$ cat config.mk
export PLATFORM = sky130hd
export DESIGN_NAME = mul_div_unit
export DESIGN_NICKNAME = d
export VERILOG_FILES = /design/src/rtl/mul_div_unit.sv
export SDC_FILE = /design/constraint.sdc
export NUM_CORES = 1
export LEC_CHECK = 0
export BUFFER_PORTS_ARGS = -buffer_cell sky130_fd_sc_hd__buf_2
export CAP_MARGIN = 20
export CORE_MARGIN = 1.5
export CORE_UTILIZATION = 56
export DETAILED_ROUTE_END_ITERATION = 10
export MAX_ROUTING_LAYER = met4
export PLACE_DENSITY_LB_ADDON = 0.05
export SLEW_MARGIN = 10
export SYNTH_ARGS = -nofsm -noshare
export SYNTH_HDL_FRONTEND = slang
export SYNTH_SLANG_ARGS = --single-unit
$ cat constraint.sdc
create_clock -name clk -period 13.7 [get_ports clk]
set_clock_uncertainty 0.1 [all_clocks]
set_input_delay 4.11 -clock clk [delete_from_list [all_inputs] [get_ports clk]]
set_output_delay 4.11 -clock clk [all_outputs]
set_load 0.01 [all_outputs]
$ cat src/rtl/mul_div_unit.sv
// Iterative RV32M multiply/divide unit: radix-2 shift-add multiply and restoring divide
// on operand magnitudes, one bit per cycle, with signs fixed up on the final iteration.
module mul_div_unit #(
  parameter int WIDTH = 32
) (
  input  logic             clk,
  input  logic             rst,
  input  logic             start,
  input  logic [2:0]       op,
  input  logic [WIDTH-1:0] a,
  input  logic [WIDTH-1:0] b,
  output logic             busy,
  output logic             done,
  output logic [WIDTH-1:0] result
);

  localparam int CW = $clog2(WIDTH);
  localparam logic [WIDTH-1:0] MIN_NEG = {1'b1, {(WIDTH-1){1'b0}}};

  localparam logic [2:0] OP_MUL    = 3'b000;
  localparam logic [2:0] OP_MULH   = 3'b001;
  localparam logic [2:0] OP_MULHSU = 3'b010;
  localparam logic [2:0] OP_DIV    = 3'b100;
  localparam logic [2:0] OP_REM    = 3'b110;

  typedef enum logic [1:0] {IDLE, RUN, DONE} state_t;

  state_t           state_q, state_d;
  logic [2:0]       op_q, op_d;
  logic             neg_q, neg_d;
  logic [CW-1:0]    cnt_q, cnt_d;
  logic [WIDTH-1:0] hi_q, hi_d;
  logic [WIDTH-1:0] lo_q, lo_d;
  logic [WIDTH-1:0] bmag_q, bmag_d;
  logic [WIDTH-1:0] result_q, result_d;

  // Operand conditioning at the start edge
  logic             a_sgn, b_sgn;
  logic [WIDTH-1:0] a_mag, b_mag;
  logic             div_zero, div_ovf;

  assign a_sgn    = ((op == OP_MULH) || (op == OP_MULHSU) || (op == OP_DIV) || (op == OP_REM))
                    && a[WIDTH-1];
  assign b_sgn    = ((op == OP_MULH) || (op == OP_DIV) || (op == OP_REM)) && b[WIDTH-1];
  assign a_mag    = a_sgn ? -a : a;
  assign b_mag    = b_sgn ? -b : b;
  assign div_zero = op[2] && (b == '0);
  assign div_ovf  = ((op == OP_DIV) || (op == OP_REM)) && (a == MIN_NEG) && (b == '1);

  // One iteration: hi/lo are {acc, multiplier} for multiply, {remainder, dividend/quotient} for divide
  logic [WIDTH:0]   mul_sum;
  logic [WIDTH:0]   div_shift;
  logic             div_ge;
  logic [WIDTH-1:0] hi_step, lo_step;

  assign mul_sum   = {1'b0, hi_q} + (lo_q[0] ? {1'b0, bmag_q} : '0);
  assign div_shift = {hi_q, lo_q[WIDTH-1]};
  assign div_ge    = div_shift >= {1'b0, bmag_q};

  always_comb begin
    if (op_q[2]) begin
      hi_step = div_ge ? WIDTH'(div_shift - {1'b0, bmag_q}) : div_shift[WIDTH-1:0];
      lo_step = {lo_q[WIDTH-2:0], div_ge};
    end else begin
      hi_step = mul_sum[WIDTH:1];
      lo_step = {mul_sum[0], lo_q[WIDTH-1:1]};
    end
  end

  // Sign fix-up applied to the values produced by the last iteration
  logic [2*WIDTH-1:0] prod, prod_s;
  logic [WIDTH-1:0]   quo_s, rem_s, fin;

  assign prod   = {hi_step, lo_step};
  assign prod_s = neg_q ? -prod : prod;
  assign quo_s  = neg_q ? -lo_step : lo_step;
  assign rem_s  = neg_q ? -hi_step : hi_step;

  always_comb begin
    case (op_q)
      OP_MUL:                    fin = prod_s[WIDTH-1:0];
      3'b001, 3'b010, 3'b011:    fin = prod_s[2*WIDTH-1:WIDTH];
      3'b100, 3'b101:            fin = quo_s;
      default:                   fin = rem_s;
    endcase
  end

  always_comb begin
    state_d  = state_q;
    op_d     = op_q;
    neg_d    = neg_q;
    cnt_d    = cnt_q;
    hi_d     = hi_q;
    lo_d     = lo_q;
    bmag_d   = bmag_q;
    result_d = result_q;
    case (state_q)
      IDLE: begin
        if (start) begin
          op_d  = op;
          cnt_d = '0;
          if (div_zero) begin
            result_d = op[1] ? a : '1;
            state_d  = DONE;
          end else if (div_ovf) begin
            result_d = op[1] ? '0 : MIN_NEG;
            state_d  = DONE;
          end else begin
            // remainder sign follows the dividend only
            neg_d   = (op == OP_REM) ? a_sgn : (a_sgn ^ b_sgn);
            hi_d    = '0;
            lo_d    = op[2] ? a_mag : b_mag;
            bmag_d  = op[2] ? b_mag : a_mag;
            state_d = RUN;
          end
        end
      end
      RUN: begin
        hi_d  = hi_step;
        lo_d  = lo_step;
        cnt_d = cnt_q + 1'b1;
        if (cnt_q == CW'(WIDTH-1)) begin
          result_d = fin;
          state_d  = DONE;
        end
      end
      default: state_d = IDLE;
    endcase
  end

  always_ff @(posedge clk or posedge rst) begin
    if (rst) begin
      state_q  <= IDLE;
      op_q     <= '0;
      neg_q    <= 1'b0;
      cnt_q    <= '0;
      hi_q     <= '0;
      lo_q     <= '0;
      bmag_q   <= '0;
      result_q <= '0;
    end else begin
      state_q  <= state_d;
      op_q     <= op_d;
      neg_q    <= neg_d;
      cnt_q    <= cnt_d;
      hi_q     <= hi_d;
      lo_q     <= lo_d;
      bmag_q   <= bmag_d;
      result_q <= result_d;
    end
  end

  assign busy   = (state_q == RUN);
  assign done   = (state_q == DONE);
  assign result = result_q;

endmodule

# After elaboration in Yosys (flattened, before gate mapping)
# Index checks and enable logic that the tools add are counted.
# classes
addsub	8
multipliers	0
n_div	0
n_lt_le_gt_ge	1
n_eq_ne	19
shift	0
mux	35
bitwise	3
reduce_logical	23
# ops
cell	n
$mux W32	22
$pmux W32 S2	3
$neg A32 Y32	4
$pmux W32 S3	1
$eq A32 B32 Y1 const B	2
$mux W64	1
$neg A64 Y64	1
$add A32 B32 Y33	1
$ge A33 B32 Y1	1
$logic_not A32 Y1	1
$sub A32 B32 Y32	1
$eq A3 B3 Y1 const B	4
$reduce_and A4 Y1	3
$pmux W5 S2	1
$eq A3 B2 Y1 const B	3
$mux W2	4
$eq A3 B1 Y1 const B	2
$logic_or A1 B1 Y1	6
$ne A2 B2 Y1 const B	3
$reduce_and A2 Y1	3
$add A5 B1 Y5 const B	1
$eq A5 B5 Y1 const B	1
$logic_and A1 B1 Y1	5
$mux W5	1
other kinds (13)	14
# totals
reg_bits	139
latch_bits	0
ramBits	0
rom_bits	0
in_bits	70
output_inout_bits	34
memories	0

# Logic depth before layout (Yosys ltp)
# depth
word_depth	11
mapped_depth	23
ltp_nobuf	21

# Worst setup path before layout
# OpenSTA, ideal clock, no wires.
# synth_timing
kind	input port to flip-flop
startpoint	input a[18]
endpoint	register result_q[10] (netlist: result[10])
arrival_ns	6.846
slack_ns	6.613
stages	15
cell_sequence	or4_1 -> nor4_1 -> nand2b_1 -> nor3_1 -> nand2b_1 -> nor2_1 -> nand2_1 -> o21ai_0 -> nand3_1 -> a21o_1 -> clkbuf_1 -> inv_1 -> clkbuf_1 -> clkbuf_1 -> a31oi_1
# synth_via
elab_chain_cells	5
# synth_lines
element	line	text
start, declared	10	input logic [WIDTH-1:0] a,
$eq A32 B32 Y1	48	assign div_ovf = ((op == OP_DIV) || (op == OP_REM)) && (a == MIN_NEG) && (b == '1);
$logic_and A1 B1 Y1 (2 in series)	48	
$ne A3 B3 Y1 (no line)	--	
$reduce_and A4 Y1 (no line)	--	
end signal, assigned	149	result_q <= result_d;
end, declared	35	logic [WIDTH-1:0] result_q, result_d;
# Every way passes these cells.
# A chain may end at the register's enable or synchronous reset.

# Worst setup path after layout
# layout_timing
startpoint	input b[2]
endpoint	register result_q[24] (netlist: result[24])
# layout_via
elab_chain_cells	5
word_cells_on_any_way	9
classes_between	2 x eq/ne; 3 x mux; 4 x reduce/logical
# layout_lines
element	line	text
start, declared	11	input logic [WIDTH-1:0] b,
$logic_not A32 Y1	47	assign div_zero = op[2] && (b == '0);
$logic_and A1 B1 Y1	47	
$mux W32	102	if (div_zero) begin
$mux W32	99	if (start) begin
$pmux W32 S2	97	case (state_q)
# Parallel ways exist; a longest one is shown, timed or not. The select of a mux whose other input is x is not followed.

==> flow_metrics.env <==
export IMPL_run_status="finished clean"
export IMPL_die_area_um2=29100
export IMPL_grt_pass1_vias=15400
export IMPL_syn2layout_area_growth_pct=7.77
export IMPL_ys_seq_area_share_pct=22.1
export IMPL_rsz0062_at_grt="false"
export IMPL_avgSynthCellArea_um2=7.23
export IMPL_hold_violations=0
export IMPL_synth_ff_type="dfrtp_1"
export IMPL_regArea_um2=3480
export IMPL_cts_setup_buffers=0
export IMPL_cts_resized=0
export IMPL_ant_nets=0
export IMPL_worst_pin_slew_ns=1.12
export IMPL_path_class="in2reg"
export IMPL_period_needed_ns=7.65
export IMPL_drc=0
export IMPL_io_buffers=103
export IMPL_rows=61
export IMPL_gr_total_overflow=0
export IMPL_cp_required_ns=13.89
export IMPL_crit_arrival_ns=7.83
export IMPL_fin_nets=2330
export IMPL_yosys_warnings=0
export IMPL_clk_latency_ns=0.44
export IMPL_n_fill_cell=2604
export IMPL_cts_sinks=139
export IMPL_grt_max_degree=108
export IMPL_cp_end_kind="register"
export IMPL_post_route_period_util_pct=55.8
export IMPL_drive_gt1_share_pct=9.95
export IMPL_async_flop_share_pct=100
export IMPL_dp_hpwl_um=48000
export IMPL_cts_htree_levels=4
export IMPL_cts_tree="done"
export IMPL_setup_violations=0
export IMPL_totalNegativeSetupSlack_ns=0
export IMPL_synth_ff_latch_count=139
export IMPL_numCtsBuffers=17
export IMPL_drt_iter0_drc=2114
export IMPL_clockBufferDepth=2
export IMPL_initial_utilization_pct=56.8
export IMPL_clk_pin_slew_ns=0.07
export IMPL_syn_area_um2=15700
export IMPL_avgViaCountPerCell=6.66
export IMPL_antenna_found_initial=1
export IMPL_cp_start_kind="primary input"
export IMPL_synth_cells=2177
export IMPL_first_pass_iters=6
export IMPL_synth_edff_count=0
export IMPL_multiInputGateArea_um2=11400
export IMPL_fmax_mhz=131
export IMPL_hold_buffers=0
export IMPL_grt_pass1_wl_um=93100
export IMPL_place_congestion=1.07
export IMPL_die_height_um=171
export IMPL_synth_cell_type_count=101
export IMPL_slew_headroom_pct=25.5
export IMPL_maxCapViolations=0
export IMPL_finalMaxSlewViolations=0
export IMPL_wl_per_cell_um=24.1
export IMPL_path_max_fanout=37
export IMPL_io_pin_count=104
export IMPL_vias=17200
export IMPL_cts_root_buf="clkbuf_16"
export IMPL_synthesis_nets=2320
export IMPL_fp_dieW_um=171
export IMPL_min_path_type="reg2reg"
export IMPL_core_um2=27700
export IMPL_wirelength_um=62100
export IMPL_grt_usage_pct=44.0
[logic make-up (layout without fill, tap and decap cells)]
family	Yosys count	in the layout	share of synthesized area [%]
and+or+nand+nor	785	785	24.1
buffers and inverters	223	246	5.60
adders and majority gates	73	73	5.90
xor gates and xnor gates	156	156	8.68
muxes	54	54	3.46
other	0	2	0
DFF	139	139	22.1
AOI/OAI and AO/OA	747	747	30.2
[worst paths after layout]
path | from | endpoint | slack (ns) | cells past startpoint
min in group asynchronous | rst | cnt_q[2] | 3.73 | 2
hold / removal | cnt_q[3] | cnt_q[3] | 0.39 | 1
hold reg to reg | cnt_q[3] | cnt_q[3] | 0.39 | 1
setup reg to reg | bmag_q[18] | result[10] | 7.01 | 19
setup / recovery | b[2] | result[24] | 6.05 | 15
max in group asynchronous | rst | neg_q | 8.45 | 3
[layer usage]
metal	global-route usage, %	vias up	wire, um
met2	63.6	952	26200
met5	-	-	0
met1	56.2	8100	25700
met4	24.5	0	3760
li1	-	7945	-
met3	10.7	175	6380
[per-stage QoR]
step	cells	hold slack (ns)	utilization (%)	setup slack (ns)	instance area [um2]
2_1_floorplan	2177	0.339	-	5.77	15700
3_3_place_gp	2545	0.359	59.1	5.80	16400
3_5_place_dp	2545	0.376	59.1	5.71	16400
4_1_cts	2577	0.387	61.2	6.15	17000
5_1_grt	2579	0.413	61.2	5.68	17000
6_report	2580	0.387	61.3	6.05	17000
[cells in the final DEF, fill, tap and decap left out, drive strengths merged, types with 58 or more instances in the layout]
| master | netlist | layout |
|---|---|---|
| ha | 71 | 71 |
| xor2 | 70 | 70 |
| dfrtp | 139 | 139 |
| inv | 85 | 92 |
| xnor2 | 86 | 86 |
| o21ai | 257 | 257 |
| a21oi | 192 | 192 |
| buf | 28 | 128 |
| nor2 | 189 | 189 |
| nand2 | 264 | 264 |
| nor3 | 58 | 58 |
[sequential cells by signal, indices dropped and copies added, names as in the netlist]
name     cells
bmag_q      32
cnt_q        5
hi_q        32
lo_q        32
neg_q        1
op_q         3
result      32
state_q      2
[final cells by class]
class | instances | share of cell area [%]
Antenna cell | 2 | 0.0295
Clock buffer | 18 | 2.59
Timing Repair Buffer | 128 | 4.19
Tap cell | 378 | 2.79
Clock inverter | 14 | 0.781
Multi-Input combinational cell | 1815 | 67.2
Inverter | 86 | 1.93
Sequential cell | 139 | 20.5
[worst max-delay path: stages]
cell	delay, ns
buf_2	0.14
nor3_1	0.28
nand3b_1	0.19
nor4_1	0.46
and2_0	0.35
and3_1	0.25
nand4b_1	0.29
o21ai_0	0.26
nand3_1	0.12
a21o_1	0.20
buf_4	0.23
inv_1	0.60
nand2_1	0.09
o21ai_0	0.11
o221ai_1	0.14
[cells in the mapped netlist (13+ instances only)]
master	n	share of area (%)
a211oi_1	13	0.62
a21o_1	25	1.2
a21oi_1	191	6.1
a22o_1	14	0.78
a31oi_1	31	1.2
and2_1	48	1.9
and3_1	14	0.56
buf_2	14	0.44
clkbuf_1	108	2.6
dfrtp_1	139	22
ha_1	71	5.6
inv_1	85	2.0
mux2i_1	50	3.2
nand2_1	261	6.2
nand2b_1	21	0.83
nand3_1	33	1.0
nand4_1	26	1.0
nor2_1	188	4.5
nor2b_1	15	0.60
nor3_1	58	1.8
nor4_1	18	0.72
o211ai_1	26	1.2
o21a_1	16	0.76
o21ai_0	247	7.9
o221ai_1	18	1.0
o22ai_1	20	0.79
o31ai_1	28	1.3
or2_2	16	0.64
or3_1	25	0.99
or4_1	16	0.76
xnor2_1	86	4.8
xor2_1	70	3.9
Power is not shown: default switching activity piles up to over one toggle a cycle in this logic, so the estimate is an artifact.
